File: src/rtl/lfsr_rng.sv
// lfsr_rng: Fibonacci-LFSR random words, range-filtered by rejection, with a valid/ready output
module lfsr_rng #(
    parameter int               WIDTH   = 16,
    parameter logic [WIDTH-1:0] TAPS    = WIDTH'(16'hD008),
    parameter logic [WIDTH-1:0] SEED    = WIDTH'(1),
    parameter int               REJ_MAX = 255
) (
    input  logic             clk,
    input  logic             rst_n,
    input  logic             en,
    input  logic             load,
    input  logic [WIDTH-1:0] seed_in,
    input  logic [WIDTH-1:0] lo,
    input  logic [WIDTH-1:0] hi,
    output logic [WIDTH-1:0] out_data,
    output logic             out_valid,
    input  logic             out_ready,
    output logic             lockup,
    output logic             rej_err
);
    localparam int CW = $clog2(REJ_MAX + 1);

    logic [WIDTH-1:0] sreg;
    logic [WIDTH-1:0] nxt;
    logic [CW-1:0]    rej_cnt;
    logic [CW-1:0]    cnt_inc;
    logic             step;
    logic             acc;

    // Next LFSR state, step qualification, range test and saturating reject count
    always_comb begin
        nxt     = {sreg[WIDTH-2:0], ^(sreg & TAPS)};
        step    = en & ~load & (~out_valid | out_ready);
        acc     = (nxt >= lo) && (nxt <= hi);
        cnt_inc = (rej_cnt == CW'(REJ_MAX)) ? rej_cnt : rej_cnt + CW'(1);
    end

    // State update: reset, then load, then step, else drain on transfer
    always_ff @(posedge clk) begin
        if (!rst_n) begin
            sreg      <= SEED;
            out_data  <= '0;
            out_valid <= 1'b0;
            rej_cnt   <= '0;
            lockup    <= 1'b0;
            rej_err   <= 1'b0;
        end else if (load) begin
            sreg      <= (seed_in == '0) ? SEED : seed_in;
            lockup    <= lockup | (seed_in == '0);
            out_valid <= 1'b0;
            rej_cnt   <= '0;
        end else if (step) begin
            sreg <= nxt;
            if (acc) begin
                out_data  <= nxt;
                out_valid <= 1'b1;
                rej_cnt   <= '0;
            end else begin
                out_valid <= 1'b0;
                rej_cnt   <= cnt_inc;
                if (cnt_inc == CW'(REJ_MAX))
                    rej_err <= 1'b1;
            end
        end else if (out_ready) begin
            out_valid <= 1'b0;
        end
    end
endmodule

File: config.mk
export PLATFORM = sky130hd
export DESIGN_NAME = lfsr_rng
export DESIGN_NICKNAME = d
export VERILOG_FILES = /design/src/rtl/lfsr_rng.sv
export SDC_FILE = /design/constraint.sdc
export NUM_CORES = 1
export LEC_CHECK = 0
export BUFFER_PORTS_ARGS = -buffer_cell sky130_fd_sc_hd__buf_2
export CORE_ASPECT_RATIO = 1.1
export CORE_MARGIN = 8
export CORE_UTILIZATION = 58
export CTS_BUF_LIST = sky130_fd_sc_hd__clkbuf_16
export CTS_CLUSTER_DIAMETER = 40
export DETAILED_ROUTE_END_ITERATION = 12
export GPL_ROUTABILITY_DRIVEN = 0
export PLACE_DENSITY_LB_ADDON = 0.3
export SLEW_MARGIN = 20
export SYNTH_ARGS = -nofsm -noshare
export SYNTH_HDL_FRONTEND = slang
export SYNTH_SLANG_ARGS = --single-unit
File: constraint.sdc
create_clock -name clk -period 4.45 [get_ports clk]
set_input_delay 0.89 -clock clk [delete_from_list [all_inputs] [get_ports clk]]
set_output_delay 0.89 -clock clk [all_outputs]
set_load 0.01 [all_outputs]
# Word level (Yosys, flattened, before mapping)
# Index checks and enable logic that the tools add are counted.
# totals
reg_bits	43
latchBits	0
ramBits	0
mem_bits_ro	0
word_cells	35
n_memories	0
# classes
n_addsub	1
mul	0
n_div	0
n_lt_le_gt_ge	2
n_eq_ne	2
n_shift	0
muxes	8
n_bitwise	8
n_reduce_logical	8
# op_table
operator	count
$mux W16	3
$eq A8 B8 Y1 const B	2
$ge A16 B16 Y1	1
$le A16 B16 Y1	1
$logic_not A16 Y1	1
$mux W8	2
$reduce_xor A16 Y1	1
$add A8 B1 Y8 const B	1
$not A1 Y1	4
$reduce_and A4 Y1	1
$reduce_bool A2 Y1	2
$mux W1	3
$reduce_and A3 Y1	1
$and A1 B1 Y1	2
$or A1 B1 Y1	2
$reduce_or A2 Y1	1
$logic_and A1 B1 Y1	1

# Logic depth before layout (Yosys ltp)
# Gate-level depths: netlist (run 1).
# logic_depth
word_depth	5
ltp_mapped	11
ltp_nobuf	9

# Worst setup path after synthesis (run 1)
# No wires, ideal clock.
# synth_path
path_kind	input port to flip-flop
startpoint	input port hi[14]
endpoint	register out_data[0]
t_arrival_ns	2.843
required_time_ns	4.378
setup_slack_ns	1.535
path_stages	10
n_path_buf	2
cell_sequence	inv_1 > ha_1 > a21oi_2 > nand2_1 > a221o_1 > o31a_1 > a2111oi_4 > buf_6 > buf_12 > mux2i_1
# synth_between
elab_chain_len	3
# synth_rtl
element	line_no	rtl
from (decl)	14	input logic [WIDTH-1:0] hi,
$le A16 B16 Y1	34	acc = (nxt >= lo) && (nxt <= hi);
$logic_and A1 B1 Y1	34	
$reduce_and A3 Y1 (no line)	-	
to (signal assigned)	55	out_data <= nxt;
to (decl)	15	output logic [WIDTH-1:0] out_data,
# Every way passes these cells.
# A chain may end at the register's enable or synchronous reset.

# Worst setup path in the final report (run 1)
# layout_path
startpoint	register sreg[3]
endpoint	register out_data[14]
# layout_between
elab_chain_len	4
elab_cells_between_ends	5
cone_classes	order compare: 2; reduce/logical: 3
# layout_rtl
element	line_no	rtl
from (decl)	23	logic [WIDTH-1:0] sreg;
from (signal assigned)	48	sreg <= (seed_in == '0) ? SEED : seed_in;
from (signal assigned)	53	sreg <= nxt;
$reduce_xor A16 Y1	32	nxt = {sreg[WIDTH-2:0], ^(sreg & TAPS)};
$ge A16 B16 Y1 / $le A16 B16 Y1 (equally long branches)	34	
$logic_and A1 B1 Y1 *	34	
$reduce_and A3 Y1 (no line) *	-	
# Mark *: on every way between the ends. The rest lies on a longest branch, timed or not.

==> results of run 1 <==
cells by family (layout without fill, tap and decap cells):
kind of cell	count (synthesis)	in the layout	synth area share [%]
DFF	43	43	30.1
adders and majority gates	33	33	14.4
muxes	18	18	6.30
AOI/OAI and AO/OA	74	74	16.4
and+or+nand+nor	152	152	23.2
buffers and inverters	52	115	7.66
xor gates and xnor gates	6	6	1.84
through the flow:
stage | cell area [um^2] | cells | utilization (%) | hold slack, ns
floorplan | 2860 | 378 | - | 0.442
global placement | 3210 | 491 | 65.9 | 0.440
detailed placement | 3210 | 491 | 65.9 | 0.445
CTS | 3350 | 499 | 68.8 | 0.456
global route | 3350 | 499 | 68.8 | 0.476
finish | 3350 | 499 | 68.8 | 0.455
power breakdown:
group / switching, W / internal (W)
Clock: 0.000150 / 0.000205
Sequential: 0.0000185 / 0.000396
Combinational: 0.0000856 / 0.0000663
sequential cells by signal (all words and copies together) (netlist names):
signal / flops
lockup: 1
out_data: 16
rej_cnt: 8
rej_err: 1
sreg: 16
out_valid: 1
how the worst max path moves through the flow:
stage	startpoint	to	slack [ns]
2_1_floorplan	hi[14]	out_data[0]	1.53
3_3_place_gp	hi[14]	out_data[9]	1.34
3_5_place_dp	hi[14]	out_data[14]	1.27
4_1_cts	sreg[3]	out_data[14]	1.45
5_1_grt	sreg[3]	out_data[3]	1.32
6_report	sreg[3]	out_data[14]	1.44
synth_stat cells, types with 2 or more instances:
library cell and instances:
a211oi_1 4, a21o_1 2, a21oi_1 39, and2_1 2, clkbuf_1 15, dfxtp_1 43
ha_1 33, inv_1 35, mux2i_1 18, nand2_1 85, nand2b_1 5, nand3_1 7
nand4_1 5, nor2_1 29, nor2b_1 3, nor4_1 5, o21ai_0 8, o21ai_1 2
o31ai_1 7, or3_1 4, or4_1 2, xnor2_1 3, xor2_1 3
metal layers:
layer	wire length, um	track usage [%]	up-vias
met3	396	3.79	13
met5	0	0	-
li1	-	-	1408
met2	3810	37.5	94
met4	90	6.39	0
met1	3030	22.2	1294
layout make-up:
class | count | area (um^2)
multi-input combinational | 283 | 1780
fill | 413 | 1520
sequential | 43 | 861
timing repair buffer | 72 | 363
inverter | 35 | 131
clock buffer | 5 | 125
tap | 58 | 72.6
clock inverter | 3 | 16.3
critical path: cells and delay by family, from the launching register on:
family	cells	cell delay, ns
buf+inv	1	0.36
fa+ha+maj	1	0.19
compound gates	4	0.98
xor+xnor	2	0.60
mux	1	0.24
simple gates	1	0.04
flops	1	0.52
==> run metrics, run 1 <==
ys flop type=dfxtp_1; remaining routing DRC violations=0; worst-margin pin slew=0.726 ns; Yosys warnings=0; clock sink total=43; EDFF count, synth=0; worst min path class=reg2reg; top cells by area, synth=dfxtp_1 (30%), ha_1 (14%), nand2_1 (11%), a21oi_1 (6.8%), mux2i_1 (6.3%); Clock Tree Root=clkbuf_16; Critical R2R Capture=out_data[14]; R2R depth=10; # hold bufs at CTS=0; die area=7430 um^2; Crit Path Category=reg2reg; CTS buffer count=5; Worst Skew=0.00512 ns; chip height=89.6 um; Starting DRT DRC Count=173; first-pass GRT wire length=12,400 um; antenna violations before repair=0; layout cell share with drive strength beyond 1=between 15 and 20%; CTS Buffer Depth=2; Post-Synthesis Cells=378; Crit path largest cell delay=~0.52 ns; f_max=0.332 GHz; H-tree levels=2; commonest non-fill, non-tap cell in the layout=nand2_1; fin nets=526; Fin Setup TNS=0 ns; Tcrit/Tclk final=67.7%; Worst-Skew Late Latency=0.28 ns; CTS tree=built; Port-buffer cells=71; critical-path cell list=xnor2_1, xnor2_1, ha_1, nor2b_1, o21ai_1, a211oi_1, o41a_1, a2111oi_4, buf_4, mux2i_1; Synthesized Nets=around 460; Vias/cell=5.63; critical path fanouts, max=19; Max Slew Vio Count=0; most frequent cells in the layout=nand2_1 (85), buf_2 (71), dfxtp_1 (43), a21oi_1 (39), inv_1 (36); max cap viols=0; Req. time, crit path=4.65 ns; DR vias=2,809; Period minus WS final=3.01 ns; num rows=27; Worst Hold Endpoint=out_data[8]; post-route ant nets=0; Initial DRT Pass Iterations=4; Hold Path Stages=2; kind of end point of the critical path=flop; maximum vdd drop=0.000255 V; Post-Place Setup Slack=between 1 and 1.5 ns; Yosys top cell area share=around 30%; vias in the first global route=~2.8k; Clk pin slew, worst setup/hold paths=roughly 0.060 ns; Starting Density=58.7%; CP Launch Type=flop; Area growth, synth to finish=17.1%; synthesized area per cell=7.56 um^2; final wirelength=7330 um; #FFs+latches synth=43; worst r2r src=sreg[3]; GRT Residual Overflow=0; crit-path most repeated cell=xnor2_1; Crit-path slowest cell=dfxtp_1; RSZ-0062 raised after global routing=no; Final Hold Viols=0; Hold Crit Start=out_data[8]; Post-CTS Repair Setup Buffers=0; Arrival @ worst endpoint=3.22 ns; post-synth cell types=42; setup violators final=0; largest net degree at the start of global routing=37; Mapped Area=around 2900 um^2; Synth area leader=dfxtp_1; # IOs=72; Die Width=82.9 um; Detailed Place HPWL=5640 um; Power, Total=approximately 0.00092 W; power per cell area=between 200 and 300 nW/um^2; core area=4860 um^2; leakage power=1.57 nW; Rel. slew slack=51.5%; drt wl/cell=between 10 and 15 um; Final WS setup=roughly 1.4 ns; ANT cells=0; status=complete, no violations; post-CTS resize count=0; FFs w/ async S/R, synth=0%; sequential share of the synthesized area=between 30% and 40%; Tot GR Track Use=19.9%; reg2reg setup slack=1.44 ns
No activity file was read; power rests on OpenSTA's default activity.
==> inputs of run 2 (changes only) <==
--- a/config.mk
+++ b/config.mk
@@ -8,7 +8,7 @@
 export BUFFER_PORTS_ARGS = -buffer_cell sky130_fd_sc_hd__buf_2
 export CORE_ASPECT_RATIO = 1.1
 export CORE_MARGIN = 8
-export CORE_UTILIZATION = 58
+export CORE_UTILIZATION = 54
 export CTS_BUF_LIST = sky130_fd_sc_hd__clkbuf_16
 export CTS_CLUSTER_DIAMETER = 40
 export DETAILED_ROUTE_END_ITERATION = 12
==> constraint.sdc (replaced) <==
create_clock -name clk -period 2.9 [get_ports clk]
set_input_delay 0.58 -clock clk [delete_from_list [all_inputs] [get_ports clk]]
set_output_delay 0.58 -clock clk [all_outputs]
set_load 0.01 [all_outputs]
==> run metrics, run 2 (synthesis gave the netlist of run 1 again) <==
biggest registers after layout=out_data (16), sreg (16), rej_cnt (8); largest net degree at the start of global routing=35; fin nets=between 500 and 600; clock sink total=43; Final Hold Viols=0; kind of end point of the critical path=flop; Starting DRT DRC Count=187; reg2reg setup slack=0.22 ns; first-pass GRT wire length=12,800 um; antenna violations before repair=0; drt wl/cell=15.0 um; remaining routing DRC violations=0; GRT Residual Overflow=0; most frequent cells in the layout=nand2_1 (85), buf_2 (71), dfxtp_1 (43), a21oi_1 (39), inv_1 (35); Fin Setup TNS=0 ns; Hold Path Stages=2; Port-buffer cells=71; status=complete, no violations; # IOs=72; Crit Path Category=reg2reg; maximum vdd drop=between 0.0003 and 0.0004 V; CP Launch Type=flop; power per cell area=about 440 nW/um^2; Vias/cell=approximately 5.7; critical path fanouts, max=19; Arrival @ worst endpoint=2.87 ns; Worst Skew=0.00412 ns; Starting Density=56.4%; leakage power=1.62 nW; worst-margin pin slew=0.794 ns; commonest non-fill, non-tap cell in the layout=nand2_1; # hold bufs at CTS=0; CTS tree=built; post-route ant nets=0; Tcrit/Tclk final=92.2%; final wirelength=roughly 7600 um; Area growth, synth to finish=19.9%; die area=approximately 8000 um^2; DR vias=2,856; Clock Tree Root=clkbuf_16; Worst-Skew Late Latency=0.28 ns; setup violators final=0; vias in the first global route=2,822; layout cell share with drive strength beyond 1=19.7%; core area=5070 um^2; Period minus WS final=2.68 ns; ANT cells=0; Rel. slew slack=47.0%; chip height=~90 um; Die Width=85.4 um; post-CTS resize count=0; num rows=27; Max Slew Vio Count=0; worst min path class=reg2reg; CTS Buffer Depth=2; f_max=roughly 0.37 GHz; R2R depth=10; max cap viols=0; Req. time, crit path=3.10 ns; H-tree levels=2; Detailed Place HPWL=5850 um; Initial DRT Pass Iterations=4; RSZ-0062 raised after global routing=no; Clk pin slew, worst setup/hold paths=0.06 ns; Tot GR Track Use=roughly a fifth; CTS buffer count=5; hold slack=0.453 ns; final core utilization=67.6%; Post-CTS Repair Setup Buffers=0
==> run 2: stage by stage <==
step / area, um^2 / instances / total power [W] / setup WS [ns]
finish: 3430 / 505 / 0.00151 / 0.225
detailed placement: 3260 / 497 / 0.000895 / 0.143
CTS: 3430 / 505 / 0.00152 / 0.226
global route: 3430 / 505 / 0.00158 / 0.0635
global placement: 3260 / 497 / 0.000884 / 0.197
floorplan: 2860 / 378 / 0.000795 / 0.295
==> run 2: cell type report <==
cell class,count,area [um^2]
well taps,58,72.6
fillers,444,1640
flip-flops and latches,43,861
repair buffers,78,420
clock buffers,5,125
multi-input cells,283,1780
inverters,35,131
clock inverters,3,38.8
==> run 2: final timing paths <==
path | startpoint | to
worst max-delay path | sreg[15] | out_data[0]
worst min-delay path | out_data[7] | out_data[7]
worst max register to register | sreg[15] | out_data[0]
worst min register to register | out_data[7] | out_data[7]
==> run 2: metal layers <==
layer	track usage, %	vias to the layer above	routed length [um]	part of all wire (%)
li1	-	1417	-	-
met1	23.7	1327	3300	43
met2	33.2	91	3660	48
met3	4.68	21	439	5.8
met4	8.33	0	193	2.5
met5	0	-	0	0
==> run 2: power by group <==
part / leakage, nW / switching (W) / internal, W
Sequential: 0.350 / 0.0000228 / 0.000608
Combinational: 1.19 / 0.000143 / 0.000113
Clock: 0.0812 / 0.000218 / 0.000401
==> run 2: worst max-delay path, stage by stage (launching register included) <==
cell       delay [ns]
dfxtp_1          0.32
xnor2_1          0.22
xnor2_1          0.14
ha_1             0.29
nor2b_1          0.04
o21ai_1          0.14
a211oi_1         0.13
o41a_1           0.39
a2111oi_4        0.42
buf_12           0.23
mux2i_1          0.25
